**src/rtl/mem_access_pkg.sv**
```systemverilog
// Shared definitions for the memory stage: register/bus widths, access sizes,
// FSM state encoding and small helpers used by mem_access and mem_align.
package mem_access_pkg;

    localparam int           REG_ADDR_W   = 5;
    localparam int           REG_W        = 32;
    localparam logic [4:0]   NOP_REG_ADDR = 5'd0;
    localparam logic [31:0]  ZERO         = 32'd0;
    localparam logic         ENABLED      = 1'b1;
    localparam logic         DISABLED     = 1'b0;

    localparam int           MEM_SIZE_W   = 2;
    typedef logic [MEM_SIZE_W-1:0] mem_size_t;

    localparam mem_size_t    MEM_BYTE     = 2'b00;
    localparam mem_size_t    MEM_HALF     = 2'b01;
    localparam mem_size_t    MEM_WORD     = 2'b10;

    typedef enum logic {
        ST_IDLE = 1'b0,
        ST_RSP  = 1'b1
    } state_e;

    // Size code 2'b11 behaves exactly like a word access.
    function automatic logic is_misaligned(input mem_size_t size, input logic [1:0] off);
        logic mis;
        case (size)
            MEM_BYTE: mis = 1'b0;
            MEM_HALF: mis = off[0];
            default:  mis = (off != 2'b00);
        endcase
        return mis;
    endfunction

endpackage

```
**src/rtl/mem_access_align.sv**
```systemverilog
// mem_align: store lane steering (byte enables, replicated write data) and
// load lane extraction with sign/zero extension. Purely combinational.
module mem_align
    import mem_access_pkg::*;
(
    input  logic [1:0]       st_off,
    input  mem_size_t        st_size,
    input  logic [REG_W-1:0] sdata,
    output logic [3:0]       be,
    output logic [REG_W-1:0] wdata,

    input  logic [1:0]       ld_off,
    input  mem_size_t        ld_size,
    input  logic             ld_unsigned,
    input  logic [REG_W-1:0] rdata,
    output logic [REG_W-1:0] ldata
);

    logic [7:0]  ld_byte;
    logic [15:0] ld_half;

    always_comb begin
        be    = 4'b1111;
        wdata = sdata;
        case (st_size)
            MEM_BYTE: begin
                be    = 4'b0001 << st_off;
                wdata = {4{sdata[7:0]}};
            end
            MEM_HALF: begin
                be    = 4'b0011 << {st_off[1], 1'b0};
                wdata = {2{sdata[15:0]}};
            end
            default: ;
        endcase
    end

    // Half loads use the rounded lane (addr[1]) so they match the store side.
    assign ld_byte = rdata[{ld_off, 3'b000} +: 8];
    assign ld_half = rdata[{ld_off[1], 4'b0000} +: 16];

    always_comb begin
        ldata = rdata;
        case (ld_size)
            MEM_BYTE: ldata = ld_unsigned ? {24'd0, ld_byte} : {{24{ld_byte[7]}}, ld_byte};
            MEM_HALF: ldata = ld_unsigned ? {16'd0, ld_half} : {{16{ld_half[15]}}, ld_half};
            default:  ldata = rdata;
        endcase
    end

endmodule

```
**src/rtl/mem_access.sv**
```systemverilog
// Memory stage: passes ALU results to MEM/WB and runs loads/stores over a
// req/gnt + rvalid bus, stalling upstream. Optional macro: MISALIGN_TRAP_EN.
//
//   state   | meaning
//   --------+----------------------------------------------
//   ST_IDLE | no access outstanding; ALU ops flow through
//   ST_RSP  | load granted, waiting for rvalid
module mem_access
    import mem_access_pkg::*;
#(
    parameter int ADDR_W = 32
) (
    input  logic                  clk,
    input  logic                  rst,
    input  logic [REG_ADDR_W-1:0] rd_i,
    input  logic                  regwe_i,
    input  logic [REG_W-1:0]      result_i,
    input  logic                  mem_re_i,
    input  logic                  mem_we_i,
    input  logic [1:0]            mem_size_i,
    input  logic                  mem_unsigned_i,
    input  logic [REG_W-1:0]      sdata_i,
    output logic                  dbus_req_o,
    output logic                  dbus_we_o,
    output logic [ADDR_W-1:0]     dbus_addr_o,
    output logic [3:0]            dbus_be_o,
    output logic [REG_W-1:0]      dbus_wdata_o,
    input  logic                  dbus_gnt_i,
    input  logic                  dbus_rvalid_i,
    input  logic [REG_W-1:0]      dbus_rdata_i,
`ifdef MISALIGN_TRAP_EN
    output logic                  misalign_o,
`endif
    output logic                  stall_o,
    output logic [REG_ADDR_W-1:0] rd_o,
    output logic                  regwe_o,
    output logic [REG_W-1:0]      wbdata_o
);

    state_e           state;
    logic [1:0]       lat_off;
    mem_size_t        lat_size;
    logic             lat_unsigned;

    logic             mem_op;
    logic             is_load;
    logic             trap;
    logic             access;
    logic [REG_W-1:0] ldata;

    assign mem_op  = mem_re_i | mem_we_i;
    assign is_load = mem_re_i & ~mem_we_i;

`ifdef MISALIGN_TRAP_EN
    assign trap = mem_op & is_misaligned(mem_size_i, result_i[1:0]);
`else
    assign trap = 1'b0;
`endif

    assign access = mem_op & ~trap;

    // Request and stall are suppressed during reset so a mid-access reset drops the request.
    always_comb begin
        dbus_req_o = 1'b0;
        stall_o    = 1'b0;
        if (!rst) begin
            case (state)
                ST_IDLE: begin
                    dbus_req_o = access;
                    stall_o    = access & (is_load | ~dbus_gnt_i);
                end
                ST_RSP: stall_o = ~dbus_rvalid_i;
                default: ;
            endcase
        end
    end

    assign dbus_we_o   = mem_we_i;
    assign dbus_addr_o = {result_i[ADDR_W-1:2], 2'b00};

    mem_align u_align (
        .st_off      (result_i[1:0]),
        .st_size     (mem_size_i),
        .sdata       (sdata_i),
        .be          (dbus_be_o),
        .wdata       (dbus_wdata_o),
        .ld_off      (lat_off),
        .ld_size     (lat_size),
        .ld_unsigned (lat_unsigned),
        .rdata       (dbus_rdata_i),
        .ldata       (ldata)
    );

    always_ff @(posedge clk) begin
        if (rst) begin
            state        <= ST_IDLE;
            rd_o         <= NOP_REG_ADDR;
            regwe_o      <= DISABLED;
            wbdata_o     <= ZERO;
            lat_off      <= 2'b00;
            lat_size     <= MEM_WORD;
            lat_unsigned <= 1'b0;
`ifdef MISALIGN_TRAP_EN
            misalign_o   <= 1'b0;
`endif
        end else begin
            // Anything that does not complete this edge is a bubble into WB.
            regwe_o <= DISABLED;
`ifdef MISALIGN_TRAP_EN
            misalign_o <= 1'b0;
`endif
            case (state)
                ST_IDLE: begin
                    if (!mem_op) begin
                        rd_o     <= rd_i;
                        regwe_o  <= regwe_i;
                        wbdata_o <= result_i;
`ifdef MISALIGN_TRAP_EN
                    end else if (trap) begin
                        misalign_o <= 1'b1;
                        wbdata_o   <= result_i;
`endif
                    end else if (is_load && dbus_gnt_i) begin
                        lat_off      <= result_i[1:0];
                        lat_size     <= mem_size_i;
                        lat_unsigned <= mem_unsigned_i;
                        state        <= ST_RSP;
                    end
                end
                ST_RSP: begin
                    if (dbus_rvalid_i) begin
                        rd_o     <= rd_i;
                        regwe_o  <= regwe_i;
                        wbdata_o <= ldata;
                        state    <= ST_IDLE;
                    end
                end
                default: state <= ST_IDLE;
            endcase
        end
    end

endmodule

```
**config.mk**
```make
export PLATFORM = sky130hd
export DESIGN_NAME = mem_access
export DESIGN_NICKNAME = d
export VERILOG_FILES = /design/src/rtl/mem_access_pkg.sv /design/src/rtl/mem_access_align.sv /design/src/rtl/mem_access.sv
export SDC_FILE = /design/constraint.sdc
export NUM_CORES = 1
export LEC_CHECK = 0
export CAP_MARGIN = 20
export CELL_PAD_IN_SITES_DETAIL_PLACEMENT = 1
export CELL_PAD_IN_SITES_GLOBAL_PLACEMENT = 2
export CORE_MARGIN = 2
export CORE_UTILIZATION = 19
export DETAILED_ROUTE_END_ITERATION = 12
export PLACE_DENSITY = 0.79
export SLEW_MARGIN = 5
export SYNTH_ARGS = -nofsm -noshare
export SYNTH_HDL_FRONTEND = slang
export SYNTH_SLANG_ARGS = --single-unit
```
**constraint.sdc**
```tcl
create_clock -name clk -period 1.8 [get_ports clk]
set_clock_uncertainty 0.15 [all_clocks]
set_input_delay 0.36 -clock clk [delete_from_list [all_inputs] [get_ports clk]]
set_output_delay 0.36 -clock clk [all_outputs]
set_load 0.02 [all_outputs]
```
### Word level (Yosys, flattened, before mapping)

Cells that the tools add are included.

* flip-flop bits (word level): 44
* bits of input ports: 111
* output and inout port bits: 109
* logic and storage cells: 50

* eq/ne operators: 4
* shift-type cells: 4
* mux-type cells: 22
* bitwise gates (word level): 8
* reduce and logical (&&, ||, !) cells: 5

Operator list (count)
* 32-bit one-hot mux with 2 select lines: 3
* 32-bit 2-to-1 mux: 4
* 32-bit by 6-bit indexed part select with 16-bit output: 1
* 32-bit by 6-bit indexed part select with 8-bit output: 1
* 5-bit 2-to-1 mux: 2
* 5-bit one-hot mux with 2 select lines: 1
* 1-bit 2-to-1 mux: 8
* 4-bit one-hot mux with 2 select lines: 1
* 1-bit one-hot mux with 2 select lines: 3
* 2-bit by 1-bit equality test with 1-bit output, second input constant: 2
* 2-bit logical NOT: 2
* 2-bit inequality test, second input constant: 2
* 1-bit NOT: 4
* 1-bit by 2-bit left shift with 4-bit output, first input constant: 1
* 2-bit by 2-bit left shift with 4-bit output, first input constant: 1
* 3-bit AND reduction: 1
* 1-bit bitwise AND: 2
* 1-bit bitwise OR: 2
* 2-bit AND reduction: 1
* 1-bit logical AND: 1

### Logic depth before layout (Yosys ltp)

Gate-level depths: netlist of the first run.

* depth in word-level cells: 6
* gate-level depth with buffers: 7
* mapped depth without buffers: 4

### Cells and area by module

A second synthesis of the first run with hierarchy kept.

* cells, all modules: 394
* area total of the unflattened synthesis: 3497.1 µm²

By module, submodules not included
* mem_access: times used 1, cells each 238, area an instance 2323.5 µm², seq. area each 880.8 µm²
* mem_align: times used 1, cells each 156, area an instance 1173.6 µm², seq. area each 0.0 µm²

### Least setup slack after synthesis of the first run

Ideal clock, no wire load.

* path kind: input to output
* start: in mem_size_i[0]
* end: out dbus_wdata_o[24]
* arrival time: 1379 ps
* data required time: 1290 ps
* slack: -89 ps
* stages on the path: 3
* path buffers: 1
* cells stage by stage: clkbuf_1 mux2i_1 o21ai_0

* word-level cells in the longest chain between the ends: 2
* elaborated cells between the ends (all ways): 3
* classes of those cells: eq/ne: 1; mux: 1; reduce/logical: 1

Ends and longest elaborated chain
* start, declared: RTL line mem_access.sv:20 `input logic [1:0] mem_size_i,`
* 2-bit by 1-bit equality test with 1-bit output or 2-bit logical NOT (tied branches): RTL line mem_access_align.sv:25 `case (st_size)`
* 32-bit one-hot mux with 2 select lines *: RTL line mem_access_align.sv:25
* end, declared: RTL line mem_access.sv:27 `output logic [REG_W-1:0] dbus_wdata_o,`

Mark *: on every way between the ends. The rest lies on a longest branch, timed or not.

### Worst setup path in the final report of the first run

* start: in sdata_i[23]
* end: out dbus_wdata_o[23]

* word-level cells in the longest chain between the ends: 1

Ends and longest elaborated chain
* start, declared: RTL line mem_access.sv:22 `input logic [REG_W-1:0] sdata_i,`
* 32-bit one-hot mux with 2 select lines: RTL line mem_access_align.sv:25

No other way between the ends.

==> results.yml, run 1 <==
outcome:
  status: "finished, final reports clean"
clock_tree:
  cts_inserted_buffers: 5
  clock_insertion_delay_worst_skew_ns: 0.29
  clkSlewWorstSetupHoldPaths_ns: 0.07
  tritoncts: "built"
  clock-root-buffer: "clkbuf_16"
  clock_tree.buffer_depth: 2
  cts_sinks: 44
  ctsHtreeMaxLevel: 2
setup_path:
  arrival_ns: 1.27
  kind_of_start_point_of_the_critical_path: "input pin"
  timing.rr.end: "wbdata_o[17]"
  reg2reg_slack_ns: 0.02
  setup.worst_path.end_class: "output port"
  timing.critical_path.fanout_max: 1
  critical_path_required_ns: 1.29
  critical_r2r_launch: "lat_off[1]"
  criticalPathCategory: "in2out"
  r2r_cells: 7
drt:
  route.detailed.drc: 0
  routed-via-count: 4227
  drt_iter0_markers: 203
  wirelength_mm: 16.4
  drt_pre_antenna_iters: 4
  viasPerCell: 4.67
  ant_nets: 0
  avgRoutedWirePerCell_um: 18.2
power_and_ir_drop:
  irDropWorstVdd_uv: 339
  p_leak_nw: 2.78
  pwr_cell_area_nw_per_um2: 565
sta:
  final_hold_viol_count: 0
  finalCriticalPeriod_ns: 1.78
  tns_ns: 0
  timing.hold.ws_ns: 0.298
  layout_worst_path_cycle_share_pct: 98.9
  setup_viol: 0
  max_freq_mhz: 562
  report.final.slew_viol_count: 0
  rsz0062_at_grt: "yes"
hold_path:
  hold_path_startpoint: "rd_o[1]"
  holdPathEnd: "rd_o[1]"
  hold_path.class: "reg2reg"
  timing.hold.worst_path_depth: 2
placement:
  globalplace.congestion: 0.809
  dp_cells: 887
  placement.io_buffers: 217
  dp_hpwl_mm: 12.9
floorplan:
  die-width_um: 138
  floorplan.die_area_um2: 19100
  io_pins: 220
  floorplan.die.height_um: 138
  coreArea_um2: 17800
  rows: 49
  start_util_pct: 19.2
global_routing:
  global_route.overflow_total: 0
  grt_util_all_layers_pct: 16.4
  use_met2_pct: 30.5
  use_met3_pct: 4.47
  largest_net_degree_at_the_start_of_global_routing: 48
  met1_usage_pct: 19.1
  first_global_vias: 4492
  grt.busiest_layer: "met2"
  grt_first_pass_wirelength_mm: 25.0
  antenna_found_initial: 0
finish:
  insertedDiodeCount: 0
  layout-drive-gt1-share_pct: 31.5
  signed_area_change_from_the_synthesized_netlist_to_the_final_layout_pct: 89.2
  post-route-util_pct: 36.3
  finalNetCount: 787
  n_fill_cell: 2055
  finalNonFillerCells: 905
synthesis:
  syn-instance-count: 422
  synth_unique_cells: 46
  yosysTopAreaCell: "dfxtp_1"
  synth_top_cells_by_area: "dfxtp_1 (26%), buf_4 (9.4%), a21oi_1 (8.8%), mux2i_1 (6.1%), mux2_2 (5.6%)"
  ys_dominant_reg_cell: "dfxtp_1"
  synth_most_common_cell: "a21oi_1"
  synth_enable_flop_cells: 0
  avgSynthCellArea_um2: 8.11
  synth_area_um2: 3420
  ys.warnings.count: 0
  synth_seq_area_share_pct: 25.7
  yosys.area.top_type_share_pct: 25.7
  asyncSetResetFlopFracSynth_pct: 0
  yosys_register_bits: 44
  synth_top_cells_by_count: "a21oi_1 (60), nand2_1 (47), dfxtp_1 (44), buf_4 (43), mux2i_1 (21)"
job:
  maxCapViolations: 0
## critical path, cell delays in order
cell and delay (ns):
clkdlybuf4s50_1 0.39, mux2_2 0.26, clkdlybuf4s15_2 0.26
## registers in the layout, indices dropped and copies added, names as in the netlist
register / count
wbdata_o: 32
regwe_o: 1
lat_off: 2
lat_size: 2
state: 1
rd_o: 5
lat_unsigned: 1
## report_power, final
| part | total, mW | switching (mW) | internal, mW |
|---|---|---|---|
| clock | 1.20 | 0.416 | 0.789 |
| combinational | 1.38 | 0.678 | 0.703 |
| sequential | 1.07 | 0.0384 | 1.03 |
| total | 3.66 | 1.13 | 2.52 |
## logic make-up (layout without fill, tap and decap cells)
logic type	count (synthesis)	count (layout)	synth area share [%]
mux	38	38	11.7
other cells	1	2	0.110
simple gates	105	105	16.0
flops	44	44	25.7
buf+inv	82	335	14.8
compound gates	152	152	31.6
## area by class of cell
| class | count | area, µm² | area share [%] |
|---|---|---|---|
| clock inverter | 2 | 60.1 | 0.928 |
| inverter | 5 | 22.5 | 0.348 |
| timing repair buffer | 323 | 2940 | 45.4 |
| multi-input combinational | 297 | 2140 | 33.1 |
| sequential | 44 | 895 | 13.8 |
| clock buffer | 5 | 125 | 1.93 |
| tap | 229 | 287 | 4.43 |
## metrics by stage
stage / total power [mW] / setup WS (ns) / instance area (µm²)
floorplan: 1.72 / 0.0372 / 3430
finish: 3.66 / 0.0199 / 6470
global route: 3.82 / -0.0321 / 6470
detailed placement: 2.51 / -0.761 / 6150
CTS: 3.67 / 0.000793 / 6310
global placement: 2.48 / -0.720 / 6150
## cell usage in the layout (no fill, tap or decap), types with 2 or more instances in the layout
| cell | n |
|---|---|
| a211oi_1 | 7 |
| a211oi_2 | 2 |
| a21o_1 | 2 |
| a21oi_1 | 56 |
| a21oi_2 | 13 |
| a221o_1 | 7 |
| a221oi_1 | 6 |
| buf_12 | 5 |
| buf_2 | 22 |
| buf_4 | 93 |
| buf_6 | 13 |
| bufinv_16 | 2 |
| clkbuf_16 | 5 |
| clkdlybuf4s15_2 | 4 |
| clkdlybuf4s50_1 | 116 |
| conb_1 | 2 |
| dfxtp_1 | 39 |
| dfxtp_2 | 2 |
| dfxtp_4 | 3 |
| dlygate4sd2_1 | 55 |
| dlymetal6s2s_1 | 12 |
| inv_1 | 3 |
| mux2_2 | 16 |
| mux2i_1 | 19 |
| mux2i_4 | 2 |
| nand2_1 | 47 |
| nand2b_1 | 2 |
| nand3b_1 | 17 |
| nor2_1 | 16 |
| nor2_4 | 2 |
| nor2b_1 | 8 |
| nor3_1 | 2 |
| o21a_1 | 2 |
| o21ai_0 | 7 |
| o21ai_1 | 8 |
| o21bai_1 | 3 |
| o221ai_1 | 7 |
| o22ai_1 | 7 |
| o31ai_1 | 5 |
| o31ai_2 | 12 |
## per-layer routing
layer	vias to the layer above	wire length, µm
met5	-	0
met4	0	160
met3	10	1210
met2	171	8530
met1	2045	6530
li1	2001	-
## how the worst max path moves through the flow
stage	start	end	slack, ns	cells after the start
2_1_floorplan	state	stall_o	0.04	4
3_3_place_gp	mem_we_i	stall_o	-0.72	5
3_5_place_dp	mem_size_i[0]	dbus_wdata_o[10]	-0.76	5
4_1_cts	state	wbdata_o[10]	0.0008	8
5_1_grt	lat_off[1]	wbdata_o[13]	-0.03	7
6_report	sdata_i[23]	dbus_wdata_o[23]	0.02	3
## timing repair
action                     CTS  global route
gates cloned                 2             0
resized for setup          203            42
hold buffers                 0             0
setup buffers                3             7
setup endpoints to repair  107            46
pin swaps                    9            10
No activity file was read; power rests on OpenSTA's default activity.
==> run 2, diff against run 1 <==
--- a/config.mk
+++ b/config.mk
@@ -8,10 +8,12 @@
 export CAP_MARGIN = 20
 export CELL_PAD_IN_SITES_DETAIL_PLACEMENT = 1
 export CELL_PAD_IN_SITES_GLOBAL_PLACEMENT = 2
+export CORE_ASPECT_RATIO = 0.8
 export CORE_MARGIN = 2
 export CORE_UTILIZATION = 19
 export DETAILED_ROUTE_END_ITERATION = 12
 export PLACE_DENSITY = 0.79
+export REMOVE_ABC_BUFFERS = 1
 export SLEW_MARGIN = 5
 export SYNTH_ARGS = -nofsm -noshare
 export SYNTH_HDL_FRONTEND = slang
==> run 2 against run 1 <==
Net effect: sequential cell count unchanged; critical path depth down 1; largest power group unchanged; combinational power about the same; via count up 0.45%; wire length up 5.0%; total power down 5.9%; the run now ends with design-rule violations left; fmax up 0.48%.
==> results.yml, run 2 (same netlist as run 1, synthesis figures left out) <==
sta:
  finalCriticalPeriod_ns: 1.77
  setup_viol: 0
  max_freq_mhz: 564
  tns_ns: 0
  report.final.slew_viol_count: 0
  timing.final.ws_setup_ns: 0.0284
  timing.hold.ws_ns: 0.308
  final_hold_viol_count: 0
  layout_worst_path_cycle_share_pct: 98.4
finish:
  most_frequent_cells_in_the_layout: "clkdlybuf4s50_1 (110), buf_4 (101), a21oi_1 (56), dlygate4sd2_1 (50), nand2_1 (45)"
  finalNetCount: 786
  layout-drive-gt1-share_pct: 31.4
  finalNonFillerCells: 903
  finish.instance_area_um2: 6490
  largest-register: "wbdata_o"
  signed_area_change_from_the_synthesized_netlist_to_the_final_layout_pct: 89.5
  post-route-util_pct: 37.1
  largest_reg_flops: 32
  most_common_library_cell_in_the_layout_ignoring_fill_and_taps: "clkdlybuf4s50_1"
  reg.largest.list: "wbdata_o: 32 flops, rd_o: 5 flops"
clock_tree:
  clock_insertion_delay_worst_skew_ns: 0.29
  ctsHtreeMaxLevel: 2
  clock-root-buffer: "clkbuf_16"
  cts_inserted_buffers: 5
  clkSlewWorstSetupHoldPaths_ns: 0.06
  holdBufCountCts: 0
  clock_tree.buffer_depth: 2
  tritoncts: "built"
  cts_sinks: 44
global_routing:
  largest_net_degree_at_the_start_of_global_routing: 48
  grt_first_pass_wirelength_mm: 26.0
  global_route.overflow_total: 0
  first_global_vias: 4685
  grt_util_all_layers_pct: 17.7
  antenna_found_initial: 3
placement:
  dp_slack_ns: -0.817
  dp_hpwl_mm: 13.3
  cell_area_placed_um2: 6150
  globalplace.congestion: 0.898
  placement.io_buffers: 217
  dp_cells: 881
setup_path:
  kind_of_start_point_of_the_critical_path: "input pin"
  critical_path_required_ns: 1.29
  cpPeakStageDelay_ns: 0.56
  cp.depth: 2
  r2r_cells: 5
  timing.critical_path.fanout_max: 2
  crit_path_cell_trace: "clkdlybuf4s50_1 > clkdlybuf4s15_1"
  timing.critical_path.from: "result_i[9]"
  arrival_ns: 1.26
  cp_slowest_cell: "clkdlybuf4s50_1"
  worst-path-buf-inv: 2
  setup.worst_path.end_class: "output port"
  crit_family: "buffers and inverters"
  critical_r2r_launch: "lat_off[0]"
  criticalPathCategory: "in2out"
drt:
  routed-via-count: 4246
  route.detailed.drc: 2
  avgRoutedWirePerCell_um: 19.1
  drt_pre_antenna_iters: 8
  viasPerCell: 4.70
  wirelength_mm: 17.3
  drt_iter0_markers: 117
  ant_nets: 0
floorplan:
  floorplan.die_area_um2: 19100
  coreArea_um2: 17500
  floorplan.die.height_um: 124
  io_pins: 220
  die-width_um: 154
  start_util_pct: 19.6
  rows: 43
outcome:
  failed_checks: "design-rule violations"
  status: "complete, but fails checks"
power_and_ir_drop:
  post-layout-total-power_mw: 3.44
  p_leak_nw: 2.90
  pwr_cell_area_nw_per_um2: 531
  irDropWorstVdd_uv: 301
hold_path:
  hold_path.class: "reg2reg"
  hold_path_startpoint: "rd_o[1]"
  timing.hold.worst_path_depth: 2
job:
  maxCapViolations: 0
[run 2: cell types whose count changed in the layout (fill, tap and decap cells not counted), sizes merged]
cell           delta
dlymetal6s2s     +10
dlygate4sd2       -5
clkinvlp          -1
buf               -1
clkbuf            +5
clkdlybuf4s50     -6
bufinv            -2
inv               +1
diode             +2
clkdlybuf4s15     -1
[run 2: report_power, final]
part	internal [mW]	total [mW]	leakage (nW)	switching [mW]
sequential	1.03	1.07	0.362	0.0402
combinational	0.723	1.41	2.47	0.687
clock	0.555	0.958	0.0712	0.403
total	2.31	3.44	2.90	1.13
[run 2: final timing paths]
kind	endpoint	slack [ns]
worst max-delay path	dbus_addr_o[9]	0.03
worst min-delay path	rd_o[1]	0.31
worst max register to register	wbdata_o[24]	0.05
worst min register to register	rd_o[1]	0.31
[run 2: final cells by class]
cell class | count | area (µm²)
flip-flops and latches | 44 | 892
diodes | 2 | 5.00
clock buffers | 8 | 146
multi-input cells | 297 | 2140
inverters | 5 | 18.8
well taps | 225 | 282
repair buffers | 322 | 3000
fillers | 2031 | 11000
[run 2: metal layers]
metal	GRT usage, %	vias up	part of all wire, %
met2	33.2	169	51
met1	20.6	2048	42
li1	-	2014	-
met4	3.33	2	1.0
met3	4.38	13	6.4
met5	0	-	0.075
[run 2: repair_timing]
action,in CTS,in global routing
resized for setup,207,62
setup endpoints to repair,106,66
hold endpoints to repair,0,0
cloned,2,0
setup buffers,4,6
pin swaps,7,14
==> run 3, diff against run 2 <==
--- a/config.mk
+++ b/config.mk
@@ -5,14 +5,15 @@
 export SDC_FILE = /design/constraint.sdc
 export NUM_CORES = 1
 export LEC_CHECK = 0
+export ABC_AREA = 1
 export CAP_MARGIN = 20
 export CELL_PAD_IN_SITES_DETAIL_PLACEMENT = 1
 export CELL_PAD_IN_SITES_GLOBAL_PLACEMENT = 2
 export CORE_ASPECT_RATIO = 0.8
-export CORE_MARGIN = 2
-export CORE_UTILIZATION = 19
+export CORE_UTILIZATION = 16
 export DETAILED_ROUTE_END_ITERATION = 12
-export PLACE_DENSITY = 0.79
+export GPL_TIMING_DRIVEN = 0
+export PLACE_DENSITY = 0.78
 export REMOVE_ABC_BUFFERS = 1
 export SLEW_MARGIN = 5
 export SYNTH_ARGS = -nofsm -noshare
==> run 3 against run 2 <==
Net effect: the run ends with negative setup slack left; critical endpoint is now stall_o; combinational power is 9% lower; setup slack worse by 0.25 ns; synthesized cell count is 21% higher; fmax is 12% lower; via count is 4.7% lower; clock power hardly changed; critical path type is now reg2out; sequential share of layout area is 1.7 points higher; synthesized area is 9.0% lower.
==> results.yml, run 3 <==
outcome:
  status: "complete, but fails checks"
  failed_checks: "negative setup slack"
drt:
  drt_iter0_markers: 182
  avgRoutedWirePerCell_um: 17.6
  route.detailed.drc: 0
  drt_pre_antenna_iters: 4
  viasPerCell: 4.17
  ant_nets: 0
  wirelength_mm: 17.1
  routed-via-count: 4048
synthesis:
  ys_dominant_reg_cell: "dfxtp_1"
  synth_top_cells_by_area: "dfxtp_1 (28%), nand2_1 (21%), buf_4 (11%), a21oi_1 (8.7%), o21ai_0 (6.4%)"
  yosys.area.top_type_share_pct: 28.3
  yosys_register_bits: 44
  syn-instance-count: 510
  synth_top_cells_by_count: "nand2_1 (175), a21oi_1 (54), buf_4 (45), dfxtp_1 (44), nor2_1 (44)"
  yosysTopAreaCell: "dfxtp_1"
  asyncSetResetFlopFracSynth_pct: 0
  synth_most_common_cell: "nand2_1"
  avgSynthCellArea_um2: 6.10
  synth_seq_area_share_pct: 28.3
  synth_area_um2: 3110
  synth_unique_cells: 23
  synth_enable_flop_cells: 0
  ys.warnings.count: 0
clock_tree:
  clock-root-buffer: "clkbuf_16"
  cts_inserted_buffers: 5
  clkSlewWorstSetupHoldPaths_ns: 0.06
  tritoncts: "built"
  ctsHtreeMaxLevel: 2
  clock_tree.buffer_depth: 2
  holdBufCountCts: 0
  clock_insertion_delay_worst_skew_ns: 0.29
  cts_sinks: 44
sta:
  timing.final.ws_setup_ns: -0.218
  report.final.slew_viol_count: 0
  layout_worst_path_cycle_share_pct: 112
  max_freq_mhz: 496
  rsz0062_at_grt: "yes"
  final_hold_viol_count: 0
  finalCriticalPeriod_ns: 2.02
  max_slew_margin_pct: 59.2
  max_slew.worst_pin.slew_ns: 0.612
  setup_viol: 1
global_routing:
  first_global_vias: 4104
  global_route.overflow_total: 0
  grt_first_pass_wirelength_mm: 24.6
  grt_util_all_layers_pct: 16.3
  largest_net_degree_at_the_start_of_global_routing: 30
  antenna_found_initial: 0
setup_path:
  criticalPathCategory: "reg2out"
  timing.critical_path.fanout_max: 3
  arrival_ns: 1.51
  timing.rr.end: "lat_off[1]"
  setup.worst_path.end_class: "output port"
  r2r_cells: 7
  critical_path_required_ns: 1.29
  reg2reg_slack_ns: 0.06
  critical_r2r_launch: "state"
  kind_of_start_point_of_the_critical_path: "flip-flop"
hold_path:
  hold_path.class: "reg2reg"
  holdPathEnd: "wbdata_o[6]"
  timing.hold.worst_path_depth: 2
  hold_path_startpoint: "wbdata_o[6]"
floorplan:
  floorplan.die.height_um: 127
  floorplan.die_area_um2: 20000
  rows: 45
  die-width_um: 158
  start_util_pct: 16.4
  coreArea_um2: 19000
  io_pins: 220
finish:
  multiInputGateArea_um2: 1830
  largest_reg_flops: 32
  n_fill_cell: 2398
  most_frequent_cells_in_the_layout: "nand2_1 (172), clkdlybuf4s50_1 (125), a21oi_1 (53), dlygate4sd2_1 (43)"
  most_common_library_cell_in_the_layout_ignoring_fill_and_taps: "nand2_1"
  insertedDiodeCount: 0
  layout-drive-gt1-share_pct: 15.8
  reg.largest.list: "wbdata_o: 32 flops, rd_o: 5 flops"
  finalNetCount: 823
  largest-register: "wbdata_o"
  post-route-util_pct: 30.4
  area.sequential_um2: 892
  finalNonFillerCells: 971
  signed_area_change_from_the_synthesized_netlist_to_the_final_layout_pct: 86.0
placement:
  placement.io_buffers: 217
  dp_cells: 917
  globalplace.congestion: 0.790
  dp_hpwl_mm: 11.0
power_and_ir_drop:
  post-layout-total-power_mw: 3.33
  pwr_cell_area_nw_per_um2: 574
  irDropWorstVdd_uv: 244
  p_leak_nw: 2.71
job:
  maxCapViolations: 0
==> run 3: cell types whose count changed in the layout (fill, tap and decap cells not counted), moves of 16 or more <==
cell      previous run  this run
nand2_1             45       172
buf_4              101        39
nor2_1              16        41
nand3_1              1        25
o21ai_0              7        29
mux2i_1             19         0
inv_1                3        21
nand3b_1            17         0
mux2_2              16         0
==> run 3: cell families (layout without fill, tap and decap cells) <==
kind of cell	after synthesis	after routing	share of synthesized area [%]
buffers and inverters	97	294	18.2
other	1	2	0.120
and+or+nand+nor	252	257	32.8
DFF	44	44	28.3
AOI/OAI and AO/OA	116	116	20.6
==> run 3: how the worst max path moves through the flow <==
stage,slack (ns),from,to,depth (start not counted)
after CTS,-0.36,state,stall_o,7
after global routing,-0.26,state,stall_o,5
after detailed placement,-1.91,mem_size_i[1],dbus_wdata_o[26],5
after global placement,-3.17,state,rd_o[4],6
final,-0.22,state,stall_o,5
after floorplan,-1.17,state,rd_o[0],6
==> run 3: power breakdown <==
part           internal (mW)  total, mW  switching [mW]
registers               1.04       1.08          0.0419
logic                  0.593       1.28           0.690
clock network          0.549      0.958           0.409
total                   2.18       3.33            1.14
==> run 3: per-layer routing <==
layer / part of all wire, % / GRT usage (%) / up-vias
met5: 0 / 0 / -
met4: 0.53 / 2.15 / 0
met3: 6.0 / 2.73 / 7
met2: 46 / 26.6 / 114
met1: 47 / 22.8 / 1896
li1: - / - / 2031
==> run 3: timing repair <==
action / 4_1_cts / 5_1_grt
buffers inserted: 24 / 17
gates resized for setup: 223 / 45
pin swaps: 5 / 10
setup endpoints to repair: 111 / 69
hold endpoints to repair: 0 / 0
cloned: 3 / 4
==> run 3: critical path: stages, from the launching register on <==
cell	delay [ns]
dfxtp_4	0.43
inv_16	0.04
or2_4	0.26
buf_6	0.13
a311oi_2	0.19
buf_4	0.19
==> run 3: area by class of cell <==
type	count	area share [%]
repair buffers	257	41.9
multi-input cells	375	31.6
flip-flops and latches	44	15.4
well taps	258	5.57
inverters	27	2.68
clock buffers	6	2.40
repair inverters	2	0.303
clock inverters	2	0.173
==> run 3: per-stage QoR <==
step	hold WS, ns	cell area [µm²]	TNS [ns]	setup WS [ns]
3_5_place_dp	0.289	5180	-105.92	-1.91
6_report	0.299	5790	-0.218	-0.218
4_1_cts	0.304	5540	-8.03	-0.355
2_1_floorplan	0.279	2650	-35.87	-1.17
3_3_place_gp	0.287	5150	-160.98	-3.17
5_1_grt	0.316	5790	-0.273	-0.265
